## config.mk

```make
export PLATFORM = sky130hd
export DESIGN_NAME = load_data_handler
export DESIGN_NICKNAME = d
export VERILOG_FILES = /design/src/rtl/load_data_handler_pkg.sv /design/src/rtl/load_data_handler_extend.sv /design/src/rtl/load_data_handler.sv
export SDC_FILE = /design/constraint.sdc
export NUM_CORES = 1
export LEC_CHECK = 0
export ABC_CLOCK_PERIOD_IN_PS = 2500
export BUFFER_PORTS_ARGS = -buffer_cell sky130_fd_sc_hd__buf_2
export CORE_AREA = 2 2 112 114
export DETAILED_ROUTE_END_ITERATION = 10
export DIE_AREA = 0 0 114 116
export PLACE_DENSITY = 0.7
export REMOVE_ABC_BUFFERS = 1
export SETUP_SLACK_MARGIN = 0.1
export SKIP_LAST_GASP = 1
export SLEW_MARGIN = 20
export SYNTH_ARGS = -nofsm -noshare
export SYNTH_HDL_FRONTEND = slang
export SYNTH_SLANG_ARGS = --single-unit
```

## constraint.sdc

```tcl
create_clock -name clk -period 2.5 [get_ports clk]
set_input_delay 0.5 -clock clk [delete_from_list [all_inputs] [get_ports clk]]
set_output_delay 0.5 -clock clk [all_outputs]
set_load 0.01 [all_outputs]
```

## src/rtl/load_data_handler_pkg.sv

```systemverilog
// Shared definitions for the memory-stage load unit: load op codes (shared
// with the store path), FSM state encodings and small decode helpers.
package load_data_handler_pkg;

    // Load op codes as carried on alucontrolE.
    localparam logic [7:0] EXE_LB_OP  = 8'b1110_0000;
    localparam logic [7:0] EXE_LH_OP  = 8'b1110_0001;
    localparam logic [7:0] EXE_LW_OP  = 8'b1110_0011;
    localparam logic [7:0] EXE_LBU_OP = 8'b1110_0100;
    localparam logic [7:0] EXE_LHU_OP = 8'b1110_0101;

    // Access FSM state encodings.
    localparam logic [1:0] LDH_IDLE  = 2'd0;
    localparam logic [1:0] LDH_REQ   = 2'd1;
    localparam logic [1:0] LDH_WAIT  = 2'd2;
    localparam logic [1:0] LDH_DRAIN = 2'd3;

    // True for any of the five load op codes.
    function automatic logic is_load_op(input logic [7:0] op);
        return (op == EXE_LB_OP)  || (op == EXE_LBU_OP) ||
               (op == EXE_LH_OP)  || (op == EXE_LHU_OP) ||
               (op == EXE_LW_OP);
    endfunction

    // True when the load would raise AdEL: words need a==0, halves need a[0]==0.
    function automatic logic is_misaligned(input logic [7:0] op, input logic [1:0] a);
        logic mis;
        mis = 1'b0;
        if (op == EXE_LW_OP) begin
            mis = (a != 2'b00);
        end else if ((op == EXE_LH_OP) || (op == EXE_LHU_OP)) begin
            mis = a[0];
        end else begin
            mis = 1'b0;
        end
        return mis;
    endfunction

endpackage

```

## src/rtl/load_data_handler_extend.sv

```systemverilog
// load_extend: purely combinational byte/half/word extraction and sign or
// zero extension of a returned SRAM word. Kept standalone so a future
// bypass path can reuse it.
module load_extend
    import load_data_handler_pkg::*;
(
    input  logic [7:0]  op,
    input  logic [1:0]  a,
    input  logic [31:0] rdata,
    output logic [31:0] result
);

    logic [7:0]  byte_s;
    logic [15:0] half_s;

    // Select the addressed byte lane.
    always_comb begin
        byte_s = 8'h00;
        case (a)
            2'd0:    byte_s = rdata[7:0];
            2'd1:    byte_s = rdata[15:8];
            2'd2:    byte_s = rdata[23:16];
            2'd3:    byte_s = rdata[31:24];
            default: byte_s = 8'h00;
        endcase
    end

    // Select the addressed half-word; only a[1] matters for halves.
    always_comb begin
        half_s = 16'h0000;
        if (a[1]) begin
            half_s = rdata[31:16];
        end else begin
            half_s = rdata[15:0];
        end
    end

    // Extend the selected field according to the load op.
    always_comb begin
        result = 32'h0000_0000;
        case (op)
            EXE_LB_OP:  result = {{24{byte_s[7]}}, byte_s};
            EXE_LBU_OP: result = {24'h00_0000, byte_s};
            EXE_LH_OP:  result = {{16{half_s[15]}}, half_s};
            EXE_LHU_OP: result = {16'h0000, half_s};
            EXE_LW_OP:  result = rdata;
            default:    result = rdata;
        endcase
    end

endmodule

```

## src/rtl/load_data_handler.sv

```systemverilog
// load_data_handler: memory-stage load unit. Captures a load from execute,
// runs the req/addr_ok/data_ok handshake, stalls the pipeline for the
// access and returns the extended result.
// Optional feature: define ADEL_CHECK_EN to raise AdEL on misaligned loads.
module load_data_handler
    import load_data_handler_pkg::*;
(
    input  logic        clk,
    input  logic        resetn,
    input  logic        issueE,
    input  logic [7:0]  alucontrolE,
    input  logic [31:0] aluoutE,
    input  logic        flushM,
    output logic        data_sram_req,
    output logic [31:0] data_sram_addr,
    input  logic        data_sram_addr_ok,
    input  logic [31:0] data_sram_rdata,
    input  logic        data_sram_data_ok,
    output logic        stallM,
    output logic        load_validM,
    output logic [31:0] loadresultM,
    output logic        adelM,
    output logic [31:0] badvaddrM
);

    logic [1:0]  state_q, state_d;
    logic [7:0]  op_q, op_d;
    logic [31:0] addr_q, addr_d;
    logic        load_valid_q, load_valid_d;
    logic [31:0] result_q, result_d;
    logic [31:0] ext_result_s;
    logic        issue_load_s;
    logic        misalign_s;

    // A load is only accepted in IDLE and only when not being squashed.
    always_comb begin
        issue_load_s = (state_q == LDH_IDLE) && issueE &&
                       is_load_op(alucontrolE) && !flushM;
    end

    // Misalignment only blocks the access when the AdEL check is built in.
    always_comb begin
`ifdef ADEL_CHECK_EN
        misalign_s = is_misaligned(alucontrolE, aluoutE[1:0]);
`else
        misalign_s = 1'b0;
`endif
    end

    load_extend u_load_extend (
        .op     (op_q),
        .a      (addr_q[1:0]),
        .rdata  (data_sram_rdata),
        .result (ext_result_s)
    );

    // Access FSM next-state and capture logic.
    always_comb begin
        state_d      = state_q;
        op_d         = op_q;
        addr_d       = addr_q;
        load_valid_d = 1'b0;
        result_d     = result_q;
        case (state_q)
            LDH_IDLE: begin
                if (issue_load_s && !misalign_s) begin
                    op_d    = alucontrolE;
                    addr_d  = aluoutE;
                    state_d = LDH_REQ;
                end else begin
                    state_d = LDH_IDLE;
                end
            end
            LDH_REQ: begin
                // Once addr_ok is seen the data will come back and must be drained.
                if (flushM) begin
                    state_d = data_sram_addr_ok ? LDH_DRAIN : LDH_IDLE;
                end else if (data_sram_addr_ok) begin
                    state_d = LDH_WAIT;
                end else begin
                    state_d = LDH_REQ;
                end
            end
            LDH_WAIT: begin
                if (data_sram_data_ok) begin
                    state_d = LDH_IDLE;
                    if (!flushM) begin
                        load_valid_d = 1'b1;
                        result_d     = ext_result_s;
                    end else begin
                        result_d = result_q;
                    end
                end else if (flushM) begin
                    state_d = LDH_DRAIN;
                end else begin
                    state_d = LDH_WAIT;
                end
            end
            LDH_DRAIN: begin
                if (data_sram_data_ok) begin
                    state_d = LDH_IDLE;
                end else begin
                    state_d = LDH_DRAIN;
                end
            end
            default: begin
                state_d = LDH_IDLE;
            end
        endcase
    end

    // Access FSM and result registers.
    always_ff @(posedge clk or negedge resetn) begin
        if (!resetn) begin
            state_q      <= LDH_IDLE;
            op_q         <= 8'h00;
            addr_q       <= 32'h0000_0000;
            load_valid_q <= 1'b0;
            result_q     <= 32'h0000_0000;
        end else begin
            state_q      <= state_d;
            op_q         <= op_d;
            addr_q       <= addr_d;
            load_valid_q <= load_valid_d;
            result_q     <= result_d;
        end
    end

`ifdef ADEL_CHECK_EN
    logic        adel_q, adel_d;
    logic [31:0] badvaddr_q, badvaddr_d;

    // AdEL pulse on a rejected misaligned load; fault address held until the next fault.
    always_comb begin
        adel_d     = issue_load_s && misalign_s;
        badvaddr_d = badvaddr_q;
        if (adel_d) begin
            badvaddr_d = aluoutE;
        end else begin
            badvaddr_d = badvaddr_q;
        end
    end

    // AdEL registers.
    always_ff @(posedge clk or negedge resetn) begin
        if (!resetn) begin
            adel_q     <= 1'b0;
            badvaddr_q <= 32'h0000_0000;
        end else begin
            adel_q     <= adel_d;
            badvaddr_q <= badvaddr_d;
        end
    end

    assign adelM     = adel_q;
    assign badvaddrM = badvaddr_q;
`else
    assign adelM     = 1'b0;
    assign badvaddrM = 32'h0000_0000;
`endif

    assign data_sram_req  = (state_q == LDH_REQ);
    assign data_sram_addr = {addr_q[31:2], 2'b00};
    assign stallM         = (state_q != LDH_IDLE);
    assign load_validM    = load_valid_q;
    assign loadresultM    = result_q;

endmodule

```

==> impl_metrics.json <==
{
  "dp_hpwl_mm": 7.49,
  "gr-total-overflow": 0,
  "maxCapViolCount": 0,
  "post-place-ws_ns": 0.334,
  "grt_pass1_vias": 3329,
  "path_delay_family": "simple AND/OR/NAND/NOR gates",
  "cts-buffers-inserted": 9,
  "cts_setup_buffers": 0,
  "first_pass_iters": 4,
  "clock.fmax_mhz": 482,
  "clk_pin_slew_ns": 0.06,
  "synthDistinctLibCells": 39,
  "cts_tree": "done",
  "worstPathRequired_ns": 2.76,
  "die-area_mm2": 0.0132,
  "crit_path_start_kind": "flip-flop",
  "utilization_pct": 41.4,
  "final_cells": 671,
  "cp_slowest_cell": "a2111o_1",
  "fin_ws_ns": 0.426,
  "root_buffer": "clkbuf_16",
  "layout-area-overhead-vs-synth_pct": 19.2,
  "cp_num_buf_inv": 0,
  "cp.arrival_ns": 2.34,
  "port_buffers": 142,
  "via_count": 3336,
  "path_class": "reg2reg",
  "ant_nets": 0,
  "cts_resized": 0,
  "grt_pass1_wl_mm": 16.2,
  "dpl_cell_area_mm2": 0.00464,
  "numClockSinks": 75,
  "min_path_type": "in2async",
  "final.setup_skew_ns": 0.00506,
  "synth_ff_type": "dfrtp_1",
  "die_w_um": 114,
  "endpoint_kind": "flip-flop",
  "synth_seq_cells": 75,
  "antenna_found_initial": 1,
  "slew_violations": 0,
  "slew_headroom_pct": 60.6,
  "drc_errors": 0,
  "drive_above_1_share_pct": 42.4,
  "design_area_mm2": 0.00493,
  "place_inst": 655,
  "rows": 40,
  "ir_worst_vdd_mv": 0.288,
  "die_y_um": 116,
  "synth.avg_cell_area_um2": 10.0,
  "drt_wl_total_mm": 10.3,
  "hold_violations": 0,
  "worstPathCellList": "nor4b_2 -> nand3_1 -> a2111o_1 -> nand3_1",
  "finalSetupViolations": 0,
  "crit_top_cell": "nand3_1",
  "status": "finished, final reports clean",
  "pin_count": 178,
  "wire_per_inst_um": 15.3,
  "n_antenna_cell": 0,
  "power_density_mw_per_mm2": 716,
  "grt_setup_unrepaired": "false",
  "htree_num_levels": 3,
  "gp_congestion": 0.820,
  "critPathMaxFanout": 16,
  "vias_per_cell": 4.97,
  "worst_pin_slew_ns": 0.590,
  "syn-instance-count": 412,
  "grt_util_all_layers_pct": 15.8,
  "post-route-min-period_ns": 2.07,
  "clk_path_buf_depth": 2,
  "post-route-period-util_pct": 83.0,
  "async_flop_share_pct": 100,
  "grt_max_degree": 42,
  "initialDrtViolationCount": 238,
  "setup_tns_ns": 0,
  "cp_slowest_stage_delay_ns": 0.77,
  "coreArea_mm2": 0.0119,
  "synth-edff-count": 0,
  "syn-cell-area_mm2": 0.00414,
  "p_leak_uw": 0.00260,
  "nNetsFinal": 597,
  "ys_seq_area_share_pct": 45.4,
  "initial_core_util_pct": 34.7,
  "clk_latency_ns": 0.34,
  "yosysWarnings": 0,
  "holdBufCountCts": 0
}
synthesized netlist by cell type, types with 8 or more instances:
master | n | area share (%)
a211oi_1 | 14 | 2.5
a21oi_1 | 21 | 2.5
buf_4 | 65 | 12
clkbuf_1 | 17 | 1.5
dfrtp_1 | 75 | 45
mux2_2 | 42 | 11
mux2i_1 | 8 | 1.9
nand2_1 | 33 | 3.0
nand3_1 | 35 | 4.2
nor2_1 | 36 | 3.3
nor3_1 | 8 | 0.97
o21ai_0 | 8 | 0.97
worst paths after layout:
check / startpoint / to / slack, ns / depth (start not counted)
max in group asynchronous: resetn / addr_q[16]$_DFFE_PN0P_ / 1.79 / 2
min in group clk: aluoutE[30] / addr_q[30]$_DFFE_PN0P_ / 0.38 / 2
worst min register to register: op_q[5]$_DFFE_PN0P_ / op_q[5]$_DFFE_PN0P_ / 0.47 / 1
worst max-delay path: op_q[1]$_DFFE_PN0P_ / loadresultM[26]$_DFFE_PN0P_ / 0.43 / 4
worst max register to register: op_q[1]$_DFFE_PN0P_ / loadresultM[26]$_DFFE_PN0P_ / 0.43 / 4
worst min-delay path: resetn / loadresultM[5]$_DFFE_PN0P_ / 0.12 / 1
flip-flops by register name, summed over array words and instances (netlist names):
signal       cells
state_q          2
load_validM      1
loadresultM     32
addr_q          32
op_q             8
through the flow:
stage,hold slack (ns),power (uW)
2_1_floorplan,0.204,1900
3_3_place_gp,0.458,2240
3_5_place_dp,0.460,2270
4_1_cts,0.125,3590
5_1_grt,0.155,3720
6_report,0.118,3530
cell families (layout without fill, tap and decap cells):
| kind of cell | after synthesis | in the layout | synth area share [%] |
|---|---|---|---|
| buffers and inverters | 93 | 171 | 15.3 |
| muxes | 52 | 52 | 13.9 |
| AOI/OAI and AO/OA | 59 | 59 | 9.65 |
| DFF | 75 | 75 | 45.4 |
| other | 1 | 35 | 0.0907 |
| and+or+nand+nor | 132 | 132 | 15.6 |
layout by cell type (no fill, tap or decap), types with 3 or more instances in the layout:
master	synthesis	final
dfrtp_1	75	75
nor2_1	36	36
a211oi_1	14	14
nor3_1	8	8
o211ai_1	7	7
mux2_2	42	42
nand2_1	33	33
o21ai_0	8	8
nand3_1	35	35
or2_2	4	4
buf_4	65	12
buf_2	3	141
conb_1	1	35
clkbuf_16	0	9
clkinv_2	0	3
a21oi_1	21	21
mux2i_1	8	8
nor2b_1	5	5
routing by layer:
layer	vias to the layer above	part of all wire, %	GRT usage, %
met5	-	0.13	0
met4	2	1.9	8.05
met3	22	8.7	4.24
met2	188	49	26.3
met1	1585	40	18.8
li1	1539	-	-
final cells by class:
cell class	count	area, um2
timing repair buffer	154	816
multi-input combinational	278	1760
clock inverter	7	68.8
clock buffer	9	225
inverter	1	3.75
tap	147	184
fill	1153	6980
sequential	75	1880
power breakdown:
part	internal, uW	switching, uW
clock	768	514
combinational	334	411
sequential	1400	105
total	2500	1030
No activity file was read; power rests on OpenSTA's default activity.
